<file path="src/rtl/quad_decoder.sv">
// Quadrature encoder decoder: synchronizes and debounces channels A/B, then turns
// Gray-code steps into one-clock up/down commands with illegal-jump accounting.

module quad_decoder_chan #(
    parameter int FILT_LEN = 3
) (
    input  logic clock,
    input  logic reset_,
    input  logic raw,
    input  logic load,
    input  logic run,
    output logic sync,
    output logic filt
);

    localparam logic [3:0] LAST_CNT = 4'(FILT_LEN - 1);

    logic       sync1_r;
    logic       sync2_r;
    logic       filt_r;
    logic [3:0] cnt_r;
    logic       filt_nxt_s;
    logic [3:0] cnt_nxt_s;

    // Two-flop synchronizer for the asynchronous encoder input
    always_ff @(negedge clock or negedge reset_) begin
        if (!reset_) begin
            sync1_r <= 1'b0;
            sync2_r <= 1'b0;
        end else begin
            sync1_r <= raw;
            sync2_r <= sync1_r;
        end
    end

    // Debounce next-state: the filtered value follows only after FILT_LEN differing clocks
    always_comb begin
        filt_nxt_s = filt_r;
        cnt_nxt_s  = 4'd0;
        if (load) begin
            filt_nxt_s = sync2_r;
            cnt_nxt_s  = 4'd0;
        end else if (!run) begin
            filt_nxt_s = filt_r;
            cnt_nxt_s  = cnt_r;
        end else if (sync2_r == filt_r) begin
            cnt_nxt_s = 4'd0;
        end else if (cnt_r == LAST_CNT) begin
            filt_nxt_s = sync2_r;
            cnt_nxt_s  = 4'd0;
        end else begin
            cnt_nxt_s = cnt_r + 4'd1;
        end
    end

    // Debounce state register
    always_ff @(negedge clock or negedge reset_) begin
        if (!reset_) begin
            filt_r <= 1'b0;
            cnt_r  <= 4'd0;
        end else begin
            filt_r <= filt_nxt_s;
            cnt_r  <= cnt_nxt_s;
        end
    end

    assign sync = sync2_r;
    assign filt = filt_r;

endmodule

module quad_decoder #(
    parameter int FILT_LEN = 3,
    parameter int ERR_W    = 8
) (
    input  logic             clock,
    input  logic             reset_,
    input  logic             ch_a,
    input  logic             ch_b,
    input  logic             enable,
    input  logic             err_clr,
    output logic [1:0]       up_dwn,
    output logic             err,
    output logic [ERR_W-1:0] err_cnt
);

    typedef enum logic {
        INIT = 1'b0,
        RUN  = 1'b1
    } state_t;

    localparam logic [ERR_W-1:0] CNT_MAX = {ERR_W{1'b1}};

    state_t           state_r;
    state_t           state_nxt_s;
    logic [1:0]       init_cnt_r;
    logic [1:0]       init_cnt_nxt_s;
    logic             load_s;
    logic             run_s;
    logic             sync_a_s;
    logic             sync_b_s;
    logic             filt_a_s;
    logic             filt_b_s;
    logic [1:0]       cur_s;
    logic [1:0]       prev_r;
    logic [1:0]       dir_s;
    logic             illegal_s;
    logic [1:0]       up_dwn_r;
    logic             err_r;
    logic [ERR_W-1:0] err_cnt_r;

    // Successor of a Gray state when the encoder turns in the "up" direction
    function automatic logic [1:0] fwd_next(input logic [1:0] ab);
        case (ab)
            2'b00:   fwd_next = 2'b01;
            2'b01:   fwd_next = 2'b11;
            2'b11:   fwd_next = 2'b10;
            2'b10:   fwd_next = 2'b00;
            default: fwd_next = 2'b00;
        endcase
    endfunction

    quad_decoder_chan #(.FILT_LEN(FILT_LEN)) u_chan_a (
        .clock  (clock),
        .reset_ (reset_),
        .raw    (ch_a),
        .load   (load_s),
        .run    (run_s),
        .sync   (sync_a_s),
        .filt   (filt_a_s)
    );

    quad_decoder_chan #(.FILT_LEN(FILT_LEN)) u_chan_b (
        .clock  (clock),
        .reset_ (reset_),
        .raw    (ch_b),
        .load   (load_s),
        .run    (run_s),
        .sync   (sync_b_s),
        .filt   (filt_b_s)
    );

    assign run_s = (state_r == RUN);
    assign cur_s = {filt_a_s, filt_b_s};

    // Control FSM next-state: INIT waits for the synchronizers to fill, then snapshots
    always_comb begin
        state_nxt_s    = state_r;
        init_cnt_nxt_s = init_cnt_r;
        load_s         = 1'b0;
        case (state_r)
            INIT: begin
                if (init_cnt_r == 2'd2) begin
                    load_s         = 1'b1;
                    state_nxt_s    = RUN;
                    init_cnt_nxt_s = 2'd0;
                end else begin
                    init_cnt_nxt_s = init_cnt_r + 2'd1;
                end
            end
            RUN: begin
                state_nxt_s = RUN;
            end
            default: begin
                state_nxt_s    = INIT;
                init_cnt_nxt_s = 2'd0;
            end
        endcase
    end

    // Control FSM state register
    always_ff @(negedge clock or negedge reset_) begin
        if (!reset_) begin
            state_r    <= INIT;
            init_cnt_r <= 2'd0;
        end else begin
            state_r    <= state_nxt_s;
            init_cnt_r <= init_cnt_nxt_s;
        end
    end

    // Transition classifier: compares the previous filtered pair with the current one
    always_comb begin
        dir_s     = 2'b00;
        illegal_s = 1'b0;
        if (!run_s) begin
            dir_s = 2'b00;
        end else if (prev_r == cur_s) begin
            dir_s = 2'b00;
        end else if ((prev_r ^ cur_s) == 2'b11) begin
            illegal_s = 1'b1;
        end else if (cur_s == fwd_next(prev_r)) begin
            dir_s = 2'b01;
        end else begin
            dir_s = 2'b10;
        end
    end

    // Output and history registers; prev keeps tracking even while disabled
    always_ff @(negedge clock or negedge reset_) begin
        if (!reset_) begin
            prev_r    <= 2'b00;
            up_dwn_r  <= 2'b00;
            err_r     <= 1'b0;
            err_cnt_r <= {ERR_W{1'b0}};
        end else begin
            if (load_s) begin
                prev_r <= {sync_a_s, sync_b_s};
            end else if (run_s) begin
                prev_r <= cur_s;
            end else begin
                prev_r <= prev_r;
            end

            up_dwn_r <= enable ? dir_s : 2'b00;

            if (enable && illegal_s) begin
                err_r <= 1'b1;
            end else if (err_clr) begin
                err_r <= 1'b0;
            end else begin
                err_r <= err_r;
            end

            if (enable && illegal_s && (err_cnt_r != CNT_MAX)) begin
                err_cnt_r <= err_cnt_r + {{(ERR_W-1){1'b0}}, 1'b1};
            end else begin
                err_cnt_r <= err_cnt_r;
            end
        end
    end

    assign up_dwn  = up_dwn_r;
    assign err     = err_r;
    assign err_cnt = err_cnt_r;

endmodule

</file>
<file path="config.mk">
export PLATFORM = sky130hd
export DESIGN_NAME = quad_decoder
export DESIGN_NICKNAME = d
export VERILOG_FILES = /design/src/rtl/quad_decoder.sv
export SDC_FILE = /design/constraint.sdc
export NUM_CORES = 1
export LEC_CHECK = 0
export CORE_ASPECT_RATIO = 1.5
export CORE_MARGIN = 8
export CORE_UTILIZATION = 58
export CTS_CLUSTER_DIAMETER = 120
export DETAILED_ROUTE_END_ITERATION = 10
export MAX_ROUTING_LAYER = met4
export PLACE_DENSITY = 0.83
export SYNTH_ARGS = -nofsm -noshare
export SYNTH_HDL_FRONTEND = slang
export SYNTH_SLANG_ARGS = --single-unit
</file>
<file path="constraint.sdc">
create_clock -name clock -period 4.7 [get_ports clock]
set_input_delay 0.47 -clock clock [delete_from_list [all_inputs] [get_ports clock]]
set_output_delay 0.47 -clock clock [all_outputs]
set_load 0.05 [all_outputs]
</file>
==> results of run 1 <==
final cells by class:
| class | count | area [µm²] | share of cell area [%] |
|---|---|---|---|
| clock buffers | 6 | 51.3 | 3.19 |
| flip-flops and latches | 30 | 751 | 46.7 |
| well taps | 23 | 28.8 | 1.79 |
| inverters | 4 | 15.0 | 0.934 |
| multi-input cells | 92 | 594 | 37.0 |
| repair buffers | 17 | 168 | 10.4 |
where the power goes:
part | switching (mW) | internal, mW
sequential | 0.0827 | 0.332
clock | 0.0790 | 0.0672
combinational | 0.227 | 0.152
placed cells by master (no fill, tap or decap), drive strengths merged:
cell type	count
clkbuf	6
a21oi	2
xnor2	2
nor2b	1
nand3	6
buf	1
o21ai	11
a211o	1
clkdlybuf4s50	16
mux2i	2
or3b	1
mux2	7
a31oi	1
inv	4
a21o	2
ha	3
nor2	6
nand4	3
nand2	18
nand2b	4
nor3	5
nor3b	2
and3	2
and3b	1
nor4b	1
xor2	8
dfrtn	30
nand3b	1
o31ai	2
metrics by stage:
step | area, µm² | hold slack (ps)
CTS | 1610 | 301
floorplan | 1370 | 292
detailed placement | 1560 | 301
finish | 1610 | 298
global placement | 1560 | 294
global route | 1610 | 302
state kept, by name (all words and copies together) (netlist names), 2 cells and up:
name            count
u_chan_b.cnt_r      4
up_dwn              2
u_chan_a.cnt_r      4
prev_r              2
err_cnt             8
init_cnt_r          2
routing by layer:
layer / GRT usage, % / routed length (µm)
met1: 11.6 / 964
met2: 24.5 / 1360
met3: 4.33 / 154
met4: 14.0 / 95
met5: - / 0
cells by family after synthesis:
kind of cell | count (synthesis)
mux | 9
flops | 30
simple gates | 51
fa+ha+maj | 3
compound gates | 19
xor+xnor | 10
buf+inv | 7
path summary, 6_finish.rpt:
kind / slack [ps] / depth (start not counted) / to
setup / recovery: 210 / 1 / err_cnt[2]
hold / removal: 300 / 0 / u_chan_a.sync
setup reg to reg: 2760 / 5 / u_chan_a.filt
hold reg to reg: 300 / 0 / u_chan_a.sync
max in group asynchronous: 1620 / 2 / u_chan_a.cnt_r[2]
min in group asynchronous: 2770 / 2 / err_cnt[6]
==> impl_metrics.env, run 1 <==
export IMPL_fin_nets=159
export IMPL_setup_violations=0
export IMPL_crit_arrival_ps=4020
export IMPL_synth_top_cell_by_area="dfrtn_1"
export IMPL_dp_hpwl_mm=1.93
export IMPL_vias=1009
export IMPL_clock_sinks=30
export IMPL_seq_area_frac_synth_pct=54.6
export IMPL_holdBufCountCts=0
export IMPL_die_y_um=75.6
export IMPL_post_cts_buffers=0
export IMPL_avgViaCountPerCell=5.87
export IMPL_fin_skew_ps=9.29
export IMPL_wire_per_inst_um=14.9
export IMPL_syn_avg_cell_area_um2=10.6
export IMPL_antenna_found_initial=0
export IMPL_slowest_stage="clkdlybuf4s50_1"
export IMPL_synth_top_family_by_area="simple AND/OR/NAND/NOR gates"
export IMPL_grt_pass1_vias=1064
export IMPL_fill_cells=171
export IMPL_worstPathRequired_ps=4230
export IMPL_postSynthCellCount=129
export IMPL_grt_pass1_wl_mm=4.46
export IMPL_root_buffer="clkbuf_4"
export IMPL_setup_tns_ps=0
export IMPL_start_kind="flip-flop"
export IMPL_ant_nets=0
export IMPL_slew_headroom_pct=60.6
export IMPL_synth_xor_area_share_pct=6.38
export IMPL_antenna_cells=0
export IMPL_synth_seq_cells=30
export IMPL_cts_max_path_buffers=2
export IMPL_cpPeakStageDelay_ps=840
export IMPL_yosys_area_share_simple_pct=18.9
export IMPL_synth_edf_count=0
export IMPL_powerDensity_mw_per_mm2=584
export IMPL_outcome="finished clean"
export IMPL_synthAdderAreaFrac_pct=2.73
export IMPL_synthFlopType="dfrtn_1"
export IMPL_crit_family="buffers and inverters"
export IMPL_cts_tree="built"
export IMPL_synth_area_leaders="dfrtn_1, xor2_1, nand2_1, mux2_2, o21ai_0"
export IMPL_wirelength_mm=2.57
export IMPL_ctsHtreeMaxLevel=2
export IMPL_path_cells="clkdlybuf4s50_1"
export IMPL_rsz0062_at_grt="no"
export IMPL_grt_use_total_pct=14.1
export IMPL_dp_slack_ps=404
export IMPL_io_buffers=16
export IMPL_gp_congestion=0.878
export IMPL_finalWorstSetupSlack_ps=214
export IMPL_insertion_delay_ps=320
export IMPL_drv_cap=0
export IMPL_drive_gt1_share_pct=10.1
export IMPL_clkSlewWorstSetupHoldPaths_ps=60
export IMPL_area_growth_pct=17.0
export IMPL_hold_violations=0
export IMPL_start_util_pct=61.5
export IMPL_tightest_slew_ps=582
export IMPL_drt_iter0_drc=24
export IMPL_utilization_pct=72.0
export IMPL_grt_max_degree=31
export IMPL_core_mm2=0.00223
export IMPL_numCtsBuffers=5
export IMPL_finalPower_mw=0.939
export IMPL_worstSetupPathType="flip-flop to output port"
export IMPL_firstDrtPassIters=4
export IMPL_synth_commonest_cells="dfrtn_1, nand2_1, o21ai_0"
export IMPL_die_width_um=55.7
export IMPL_ys_types=31
export IMPL_final_max_slew_viol_count=0
export IMPL_synth_mux_area_share_pct=7.19
export IMPL_cp_num_buf_inv=1
export IMPL_ir_worst_vdd_mv=0.385
export IMPL_synth_compound_area_share_pct=8.01
export IMPL_fin_cells=172
export IMPL_synth_warnings=0
export IMPL_synth_area_mm2=0.00137
export IMPL_synthArstFlopShare_pct=100
export IMPL_synth_most_common_cell="dfrtn_1"
export IMPL_end_kind="output port"
export IMPL_r2r_start="init_cnt_r[0]"
export IMPL_startpoint="err_cnt[2]"
export IMPL_dieArea_mm2=0.00421
export IMPL_min_from="u_chan_a.sync1_r"
export IMPL_io_pins=17
export IMPL_leakage_nw=0.743
export IMPL_path_max_fanout=7
export IMPL_synth_fp_nets=138
export IMPL_dp_cells=166
export IMPL_placementRows=21
export IMPL_grt_overflow_total=0
export IMPL_hp_class="flip-flop to flip-flop"
export IMPL_drc_errors=0
export IMPL_cts_resized=0
export IMPL_yosysTopAreaCellShare_pct=54.6
(Power assumes the default switching activity.)
==> inputs of run 2 (changes only) <==
CORE_UTILIZATION = 25   (was 58)
PLACE_DENSITY = default   (was 0.83)
==> impl_metrics.env, run 2 (synthesis results as in run 1) <==
export IMPL_final_cell_mix="dfrtn_1, nand2_1, clkdlybuf4s50_1, o21ai_0, xor2_1"
export IMPL_finalWorstSetupSlack_ps=257
export IMPL_grt_use_total_pct=7.40
export IMPL_core_mm2=0.00537
export IMPL_rsz0062_at_grt="no"
export IMPL_gp_congestion=0.728
export IMPL_ir_worst_vdd_mv=0.191
export IMPL_worstSetupPathType="flip-flop to output port"
export IMPL_largest_reg_flops=8
export IMPL_grt_overflow_total=0
export IMPL_clock_sinks=30
export IMPL_outcome="finished clean"
export IMPL_numCtsBuffers=5
export IMPL_antenna_cells=0
export IMPL_hold_violations=0
export IMPL_slowest_stage="clkdlybuf4s50_1"
export IMPL_dieArea_mm2=0.00817
export IMPL_path_cells="clkdlybuf4s50_1"
export IMPL_setup_violations=0
export IMPL_firstDrtPassIters=2
export IMPL_post_cts_buffers=0
export IMPL_fin_nets=159
export IMPL_cp_num_buf_inv=1
export IMPL_io_buffers=16
export IMPL_insertion_delay_ps=280
export IMPL_die_y_um=107
export IMPL_tightest_slew_ps=542
export IMPL_crit_arrival_ps=3970
export IMPL_root_buffer="clkbuf_8"
export IMPL_placementRows=33
export IMPL_start_util_pct=25.6
export IMPL_drive_gt1_share_pct=10.7
export IMPL_grt_pass1_wl_mm=4.72
export IMPL_holdBufCountCts=0
export IMPL_avgViaCountPerCell=4.43
export IMPL_slew_headroom_pct=63.8
export IMPL_cts_max_path_buffers=2
export IMPL_leakage_nw=0.757
export IMPL_clkSlewWorstSetupHoldPaths_ps=40
export IMPL_crit_family="buffers and inverters"
export IMPL_dp_hpwl_mm=1.87
export IMPL_drc_errors=0
export IMPL_setup_tns_ps=0
export IMPL_final_max_slew_viol_count=0
export IMPL_die_width_um=76.5
export IMPL_antenna_found_initial=0
export IMPL_io_pins=17
export IMPL_path_max_fanout=7
export IMPL_cts_resized=0
export IMPL_grt_max_degree=31
export IMPL_vias=975
export IMPL_end_kind="output port"
export IMPL_start_kind="flip-flop"
export IMPL_cpPeakStageDelay_ps=840
export IMPL_ctsHtreeMaxLevel=2
export IMPL_worstPathRequired_ps=4230
export IMPL_area_growth_pct=23.3
export IMPL_powerDensity_mw_per_mm2=572
export IMPL_drt_iter0_drc=42
export IMPL_dp_slack_ps=400
export IMPL_layout_commonest_cell="dfrtn_1"
export IMPL_wirelength_mm=2.50
export IMPL_cts_tree="built"
export IMPL_hp_class="flip-flop to flip-flop"
export IMPL_drv_cap=0
export IMPL_fin_skew_ps=3.35
export IMPL_wire_per_inst_um=11.4
export IMPL_grt_pass1_vias=1052
export IMPL_ant_nets=0
[run 2: cell types whose count changed in the layout (fill, tap and decap cells not counted)]
| cell | previous run | this run |
|---|---|---|
| clkbuf_4 | 5 | 0 |
| clkinv_2 | 0 | 2 |
| clkbuf_8 | 1 | 5 |
[run 2: path summary, 6_finish.rpt]
| path | start | endpoint | slack [ps] | cells after the start |
|---|---|---|---|---|
| worst min register to register | u_chan_b.sync1_r | u_chan_b.sync | 290 | 0 |
| worst max-delay path | err_cnt[2] | err_cnt[2] | 260 | 1 |
| worst max register to register | init_cnt_r[0] | u_chan_a.filt | 2800 | 5 |
| max in group asynchronous | reset_ | u_chan_b.cnt_r[2] | 1570 | 2 |
| min in group asynchronous | reset_ | u_chan_a.cnt_r[0] | 2810 | 2 |
| worst min-delay path | u_chan_b.sync1_r | u_chan_b.sync | 290 | 0 |
[run 2: power by group]
part	internal, mW	switching (mW)	leakage, nW
Clock	0.0990	0.0898	0.0438
Combinational	0.151	0.217	0.332
Sequential	0.332	0.0801	0.381
[run 2: routing by layer]
layer  part of all wire (%)  track usage (%)  vias to the layer above  wire [µm]
met2                     51             12.4                       19       1280
met5                      0                -                        -          0
li1                       -                -                      489          -
met1                     41             7.01                      459       1020
met4                    3.2             4.97                        0         81
met3                    4.8             2.76                        8        120
[run 2: layout make-up]
class                      count  area, µm²
multi-input combinational     92        594
sequential                    30        751
tap                           70       87.6
inverter                       4       15.0
clock inverter                 2       10.0
fill                         593       3670
clock buffer                   5       68.8
timing repair buffer          17        168
[run 2: metrics by stage]
step                      cell area (µm²)  instances  utilization [%]  total power, mW  hold WS, ps
after floorplan                      1370        129                -            0.674          292
after global placement               1620        213             30.1            0.788          293
after detailed placement             1620        213             30.1            0.795          296
after CTS                            1690        220             31.6            0.991          296
after global routing                 1690        220             31.6             1.05          302
final                                1690        220             31.6            0.970          293
